===== src/rtl/sr_target_loader.sv =====
// Serial loader for a divider's 32-bit target shift register: optional clear pulse,
// then 32 MSB-first bits on a slow shift clock, then a quiet tail before signalling done.
module sr_target_loader #(
    parameter int HALF_PERIOD       = 4,
    parameter int CLEAR_BEFORE_LOAD = 1
) (
    input  logic        sys_clock,
    input  logic        external_reset,
    input  logic [31:0] load_value,
    input  logic        load_start,
    input  logic        load_abort,
    output logic        busy,
    output logic        done,
    output logic        sr_data,
    output logic        sr_data_clock,
    output logic        sr_div_data_enable,
    output logic        sr_div_data_reset
);

    typedef enum logic [2:0] {
        IDLE     = 3'd0,
        CLEAR    = 3'd1,
        SHIFT_LO = 3'd2,
        SHIFT_HI = 3'd3,
        TAIL     = 3'd4,
        DONE     = 3'd5
    } state_t;

    localparam logic [7:0] HP_LAST = 8'(HALF_PERIOD - 1);

    state_t      state_q, state_d;
    logic [7:0]  cnt_q, cnt_d;
    logic [4:0]  idx_q, idx_d;
    logic [31:0] shadow_q, shadow_d;
    logic        busy_q, busy_d;
    logic        done_q, done_d;
    logic        data_q, data_d;
    logic        sck_q, sck_d;
    logic        en_q, en_d;
    logic        clr_q, clr_d;
    logic        last;
    logic        active;

    always_comb begin
        state_d  = state_q;
        cnt_d    = cnt_q + 8'd1;
        idx_d    = idx_q;
        shadow_d = shadow_q;
        last     = (cnt_q == HP_LAST);
        active   = (state_q == CLEAR) || (state_q == SHIFT_LO) ||
                   (state_q == SHIFT_HI) || (state_q == TAIL);

        case (state_q)
            IDLE, DONE: begin
                cnt_d   = 8'd0;
                state_d = IDLE;
                if (load_start) begin
                    shadow_d = load_value;
                    idx_d    = 5'd31;
                    state_d  = (CLEAR_BEFORE_LOAD != 0) ? CLEAR : SHIFT_LO;
                end
            end
            CLEAR: if (last) begin
                state_d = SHIFT_LO;
                cnt_d   = 8'd0;
            end
            SHIFT_LO: if (last) begin
                state_d = SHIFT_HI;
                cnt_d   = 8'd0;
            end
            SHIFT_HI: if (last) begin
                cnt_d = 8'd0;
                if (idx_q == 5'd0) begin
                    state_d = TAIL;
                end else begin
                    idx_d   = idx_q - 5'd1;
                    state_d = SHIFT_LO;
                end
            end
            TAIL: if (last) begin
                state_d = DONE;
                cnt_d   = 8'd0;
            end
            default: begin
                state_d = IDLE;
                cnt_d   = 8'd0;
            end
        endcase

        if (active && load_abort) begin
            state_d = IDLE;
            cnt_d   = 8'd0;
        end

        // Outputs are decoded from the next state so they register alongside it.
        busy_d = (state_d == CLEAR) || (state_d == SHIFT_LO) ||
                 (state_d == SHIFT_HI) || (state_d == TAIL);
        done_d = (state_d == DONE);
        clr_d  = (state_d == CLEAR);
        sck_d  = (state_d == SHIFT_HI);
        en_d   = (state_d == SHIFT_LO) || (state_d == SHIFT_HI) || (state_d == TAIL);
        data_d = ((state_d == SHIFT_LO) || (state_d == SHIFT_HI)) ? shadow_d[idx_d] : 1'b0;
    end

    always_ff @(posedge sys_clock or posedge external_reset) begin
        if (external_reset) begin
            state_q  <= IDLE;
            cnt_q    <= 8'd0;
            idx_q    <= 5'd0;
            shadow_q <= 32'd0;
            busy_q   <= 1'b0;
            done_q   <= 1'b0;
            data_q   <= 1'b0;
            sck_q    <= 1'b0;
            en_q     <= 1'b0;
            clr_q    <= 1'b0;
        end else begin
            state_q  <= state_d;
            cnt_q    <= cnt_d;
            idx_q    <= idx_d;
            shadow_q <= shadow_d;
            busy_q   <= busy_d;
            done_q   <= done_d;
            data_q   <= data_d;
            sck_q    <= sck_d;
            en_q     <= en_d;
            clr_q    <= clr_d;
        end
    end

    assign busy               = busy_q;
    assign done               = done_q;
    assign sr_data            = data_q;
    assign sr_data_clock      = sck_q;
    assign sr_div_data_enable = en_q;
    assign sr_div_data_reset  = clr_q;

endmodule


===== config.mk =====
export PLATFORM = sky130hd
export DESIGN_NAME = sr_target_loader
export DESIGN_NICKNAME = d
export VERILOG_FILES = /design/src/rtl/sr_target_loader.sv
export SDC_FILE = /design/constraint.sdc
export NUM_CORES = 1
export LEC_CHECK = 0
export ABC_CLOCK_PERIOD_IN_PS = 4500
export CORE_MARGIN = 1
export CORE_UTILIZATION = 30
export CTS_BUF_LIST = sky130_fd_sc_hd__clkbuf_8 sky130_fd_sc_hd__clkbuf_16
export CTS_CLUSTER_SIZE = 12
export DETAILED_ROUTE_END_ITERATION = 6
export SLEW_MARGIN = 20
export SYNTH_ARGS = -nofsm -noshare
export SYNTH_HDL_FRONTEND = slang
export SYNTH_SLANG_ARGS = --single-unit
export TNS_END_PERCENT = 1

===== constraint.sdc =====
create_clock -name sys_clock -period 4.5 [get_ports sys_clock]
set_clock_uncertainty 0.1 [all_clocks]
set_input_delay 0.45 -clock sys_clock [delete_from_list [all_inputs] [get_ports sys_clock]]
set_output_delay 0.45 -clock sys_clock [all_outputs]
set_load 0.1 [all_outputs]

==> results.yml, run 1 <==
run_status:
  violations: "DRC"
  status: "complete, but fails checks"
synthesis:
  synth.mux.area_fraction_pct: 14.1
  ys_types: 50
  syn-cell-area_um2: 2740
  synth_edf_count: 0
  synth-seq-cells: 54
  synth-simple-area-share_pct: 21.4
  ys_warn_count: 0
  synthAdderAreaFrac_pct: 0.912
  synth_nets: 294
  synth_top_family_by_area: "simple AND/OR/NAND/NOR gates"
  post_synth.cell_area_avg_um2: 10.7
  synth_ff_type: "dfrtp_1"
  synth_compound_area_share_pct: 6.11
  synthCells: 256
  synth_xor_xnor_area_share_pct: 3.24
  async_flop_share_pct: 100
  synth-seq-area-share_pct: 49.3
sta:
  fin_setup_tns_ps: 0
  rsz0062_at_grt: "false"
  hold_viol: 0
  max_freq_ghz: 0.307
  relSlewSlack_pct: 35.2
  finalSetupViolCount: 0
  setup_ws_ps: 1240
  final.period_utilization_pct: 72.4
  worstMarginPinSlew_ps: 970
  timing.final.crit_period_ps: 3260
  finalMaxSlewViolations: 0
cells_and_area:
  fin_nets: 335
  area_delta_synth_final_pct: 20.8
  antenna_cells: 0
  final_cell_mix: "70 x nand2_1, 54 x dfrtp_1, 41 x clkdlybuf4s50_1, 19 x mux2i_1, 17 x nor2_1"
  fin_cells: 406
  utilization_pct: 37.6
  n_fill_cell: 881
  multi_input_area_um2: 1250
  ff_latch_area_um2: 1350
  final_common_cell: "nand2_1"
  drive_above_1_share_pct: 13.4
routing:
  detail-route-antenna-nets: 0
  drc_errors: 2
  viasPerCell: 4.62
  wl_mm: 5.18
  vias: 1876
  wire_per_inst_um: 12.8
  drtPass1Iterations: 6
  detailedRoute.firstIterationViolations: 100
clock_tree:
  cts_sinks: 54
  root_buffer: "clkbuf_8"
  clk_pin_slew_ps: 90
  cts_tree: "done"
  cts_buffers: 5
  max-clock-path-buffers: 2
  hold_buffers: 0
  clock_latency_ps: 300
  h-tree-depth: 2
  cts_resized: 0
  cts_setup_buffers: 0
worst_setup_path:
  worstSetupPathType: "flop to flop"
  cp-end-kind: "flop"
  critPathLaunchType: "flop"
  rrSetupSlack_ps: 1240
  reg2reg_depth: 8
  worstReg2RegStart: "cnt_q[0]"
  arrival_ps: 3350
  required_ps: 4590
  worstPathMaxFanout: 17
  r2r_end: "sr_data"
global_route:
  track_usage_pct: 11.8
  grt_antenna_before_repair: 0
  grt_pass1_vias: 1911
  grt_pass1_wl_mm: 9.05
  grt_max_degree: 55
  grt-ovfl-total: 0
flow_run:
  cap_violations: 0
placed_design:
  post-dp-hpwl_mm: 3.71
  post-place-ws_ps: 1100
  place.port_buffers: 41
  gp_congestion: 0.734
  dp_cells: 398
hold_path:
  hold-path-cell-count: 2
  hold_start: "shadow_q[7]"
  hold_path_end: "shadow_q[7]"
  hp-class: "flop to flop"
pwr:
  power_mw: 1.13
  power_density_nw_per_um2: 342
  ir_drop_v: 0.000140
  leakagePower_nw: 1.60
floorplanning:
  die_area_um2: 9530
  io_pins: 42
  fp.dieW_um: 97.6
  start_util_pct: 31.1
  die_h_um: 97.6
  core_area_um2: 8810
  rows: 34
[state kept, by name, indices dropped and copies added, names as in the netlist]
signal	flops
state_q	3
cnt_q	8
sr_div_data_reset	1
sr_div_data_enable	1
shadow_q	32
sr_data_clock	1
busy	1
idx_q	5
sr_data	1
done	1
[metrics by stage]
stage / hold WS [ps] / area (um^2)
after floorplan: 336 / 2740
after global placement: 351 / 3200
after detailed placement: 355 / 3200
after CTS: 378 / 3310
after global routing: 405 / 3310
final: 374 / 3310
[metal layers]
metal,share of wire (%),track usage [%]
met1,49,15.9
met2,47,19.1
met3,3.8,3.02
met4,0.71,2.45
met5,0,0
[worst max-delay path, cell delays in order (launching register included)]
cell and delay (ps):
dfrtp_1 420, ha_1 240, nor3b_2 450, nand4b_4 190
mux2i_4 710, mux2_2 410, a311oi_1 310, a211oi_2 110
a31o_1 200
[area by class of cell]
class | count | area share (%)
inverter | 6 | 0.680
sequential | 54 | 40.8
tap | 108 | 4.08
clock buffer | 8 | 3.32
timing repair buffer | 45 | 13.3
multi-input combinational | 185 | 37.9
[worst max path at each step]
stage          startpoint  endpoint  slack [ps]  cells after the start
4_1_cts          cnt_q[0]   sr_data        1230                      8
5_1_grt          idx_q[0]   sr_data        1030                     10
3_3_place_gp   load_start   sr_data        1170                     10
6_report         cnt_q[0]   sr_data        1240                      8
3_5_place_dp   load_start   sr_data        1100                     10
2_1_floorplan    idx_q[0]   sr_data        1810                     10
[Yosys cell counts (2+ instances only)]
library cell  count  share of area (%)
nand2_1          70                9.6
dfrtp_1          54                 49
mux2i_1          19                6.9
nor2_1           17                2.3
mux2_2           14                5.7
inv_1             6               0.82
nand3_1           6                1.1
clkbuf_8          5                2.5
nor3_1            5               0.91
xor2_1            5                1.6
a21oi_1           4               0.73
clkbuf_1          3               0.41
nand2b_1          3               0.68
nor3b_1           3               0.82
and2_1            2               0.46
and3_1            2               0.46
ha_1              2               0.91
nand4_1           2               0.46
o21ai_0           2               0.36
xnor2_1           2               0.64
[cells by family (layout without fill, tap and decap cells)]
kind of cell,after synthesis,count (layout)
adders and majority gates,2,2
and+or+nand+nor,119,119
AOI/OAI and AO/OA,21,21
muxes,35,35
xor gates and xnor gates,8,8
DFF,54,54
buffers and inverters,17,59
[report_power, final]
group          switching, mW  internal [mW]  leakage [nW]
registers             0.0318          0.556         0.662
clock network          0.157          0.156        0.0575
logic                  0.123          0.110         0.881
total                  0.312          0.822          1.60
(Power assumes the default switching activity.)
==> inputs of run 2 (changes only) <==
- ABC_CLOCK_PERIOD_IN_PS: 4500 -> 3000
- clock period: 4.5 -> 3 ns (I/O delays scaled with it)
==> run 2 against run 1 <==
Against the previous run:
- the run still ends with DRC left
- flip-flop and latch count stayed put
- sequential share of layout area is 1.0 points lower
- final cell count is 3.0% higher
- critical path depth is 3 higher
- via count is 0.96% higher
- maximum frequency is 16% higher
- clock-buffer cell count is 3 lower
- routed wire length is 2.1% higher
- utilization is 0.95 points higher
- critical path type unchanged
==> results.yml, run 2 (synthesized netlist as in run 1, its figures left out) <==
cells_and_area:
  drive_above_1_share_pct: 18.1
  fin_nets: 347
  top_regs: "shadow_q: 32 flops, cnt_q: 8 flops, idx_q: 5 flops"
  n_fill_cell: 881
  final_cell_mix: "70 x nand2_1, 54 x dfrtp_1, 35 x clkdlybuf4s50_1, 21 x buf_4, 19 x mux2i_1"
  utilization_pct: 38.6
  largest_register_ffs: 32
  area_delta_synth_final_pct: 23.9
  final_common_cell: "nand2_1"
  largest-register: "shadow_q"
  fin_cells: 418
  antenna_cells: 0
sta:
  max_freq_ghz: 0.356
  timing.final.crit_period_ps: 2810
  relSlewSlack_pct: 60.3
  final.period_utilization_pct: 93.7
  setup_ws_ps: 190
  holdWs_ps: 251
  finalSetupViolCount: 0
  worstMarginPinSlew_ps: 594
  finalMaxSlewViolations: 0
  hold_viol: 0
worst_setup_path:
  worstPathMaxFanout: 5
  critPathLaunchType: "flop"
  crit_path_top_delay_cell: "dfrtp_1"
  arrival_ps: 2910
  required_ps: 3100
  path_cells: "inv_1 -> ha_1 -> nor4b_4 -> nand4b_4 -> mux2i_4 -> buf_4 -> mux2i_1 -> nor3b_1 -> a311oi_1 -> a211oi_2 -> a31o_1"
  cp-end-kind: "flop"
  cp_top_family: "compound AO/OA/AOI/OAI gates"
  worstReg2RegStart: "idx_q[0]"
  worstSetupPathType: "flop to flop"
  crit_path_start: "idx_q[0]"
  cp_num_buf_inv: 2
  cp_slowest_stage_delay_ps: 400
routing:
  wl_mm: 5.29
  detailedRoute.firstIterationViolations: 57
  drtPass1Iterations: 6
  drc_errors: 2
  vias: 1894
  viasPerCell: 4.53
  wire_per_inst_um: 12.6
  detail-route-antenna-nets: 0
clock_tree:
  hold_buffers: 0
  cts_buffers: 5
  max-clock-path-buffers: 2
  clock_latency_ps: 310
  cts_tree: "done"
  clk_pin_slew_ps: 100
  h-tree-depth: 2
  cts_sinks: 54
  root_buffer: "clkbuf_8"
floorplanning:
  core_area_um2: 8810
  start_util_pct: 31.1
  io_pins: 42
  die_area_um2: 9530
  die_h_um: 97.6
  rows: 34
  fp.dieW_um: 97.6
placed_design:
  gp_congestion: 0.742
  dp_cells: 408
  place.port_buffers: 41
  post-dp-hpwl_mm: 3.85
  post-place-ws_ps: 112
pwr:
  ir_drop_v: 0.000205
  power_density_nw_per_um2: 508
  power_mw: 1.73
  leakagePower_nw: 1.68
global_route:
  track_usage_pct: 11.7
  grt_pass1_vias: 1916
  grt-ovfl-total: 0
  grt_antenna_before_repair: 0
  grt_pass1_wl_mm: 8.99
  grt_max_degree: 55
flow_run:
  cap_violations: 0
run_status:
  status: "complete, but fails checks"
  violations: "DRC"
hold_path:
  hp-class: "input pin to async pin"
## run 2: power by group
group	internal [mW]	switching (mW)	total (mW)	leakage (nW)
registers	0.834	0.0484	0.883	0.662
logic	0.174	0.188	0.362	0.954
clock network	0.244	0.237	0.481	0.0607
total	1.25	0.474	1.73	1.68
## run 2: layout make-up
| class | instances | area, um^2 | share of cell area, % |
|---|---|---|---|
| multi-input cells | 185 | 1250 | 36.9 |
| inverters | 6 | 22.5 | 0.663 |
| clock inverters | 3 | 37.5 | 1.10 |
| clock buffers | 5 | 68.8 | 2.03 |
| repair buffers | 57 | 528 | 15.5 |
| well taps | 108 | 135 | 3.98 |
| flip-flops and latches | 54 | 1350 | 39.8 |
## run 2: path summary, 6_finish.rpt
path	end	slack, ps	depth (start not counted)
min in group sys_clock	shadow_q[4]	380	2
max in group asynchronous	cnt_q[5]	2300	3
worst min register to register	shadow_q[4]	380	2
worst max register to register	sr_data	190	11
worst min-delay path	shadow_q[22]	250	3
worst max-delay path	sr_data	190	11
## run 2: metal layers
metal	vias to the layer above	share of wire [%]	global-route usage (%)
li1	970	-	-
met1	888	47	15.3
met3	6	3.6	2.59
met5	-	0	0
met2	30	48	19.5
met4	0	1.2	3.15
## run 2: repair_timing
item                       4_1_cts  5_1_grt
setup endpoints to repair        0        1
resized for setup                0        0
setup buffers                    0        2
## run 2: worst min-delay path, delay by kind of cell
kind / cells / cell delay, ps
buffers and inverters: 3 / 750
## run 2: stage by stage
| stage | area [um^2] | setup TNS (ps) |
|---|---|---|
| 5_1_grt | 3400 | -2.46 |
| 3_3_place_gp | 3280 | 0 |
| 6_report | 3400 | 0 |
| 3_5_place_dp | 3280 | 0 |
| 4_1_cts | 3380 | 0 |
| 2_1_floorplan | 2740 | 0 |
==> inputs of run 3 (changes only) <==
- CORE_MARGIN: 1 -> unset
==> results of run 3 <==
No change in the layout: final DEF, timing and power equal those of run 2.
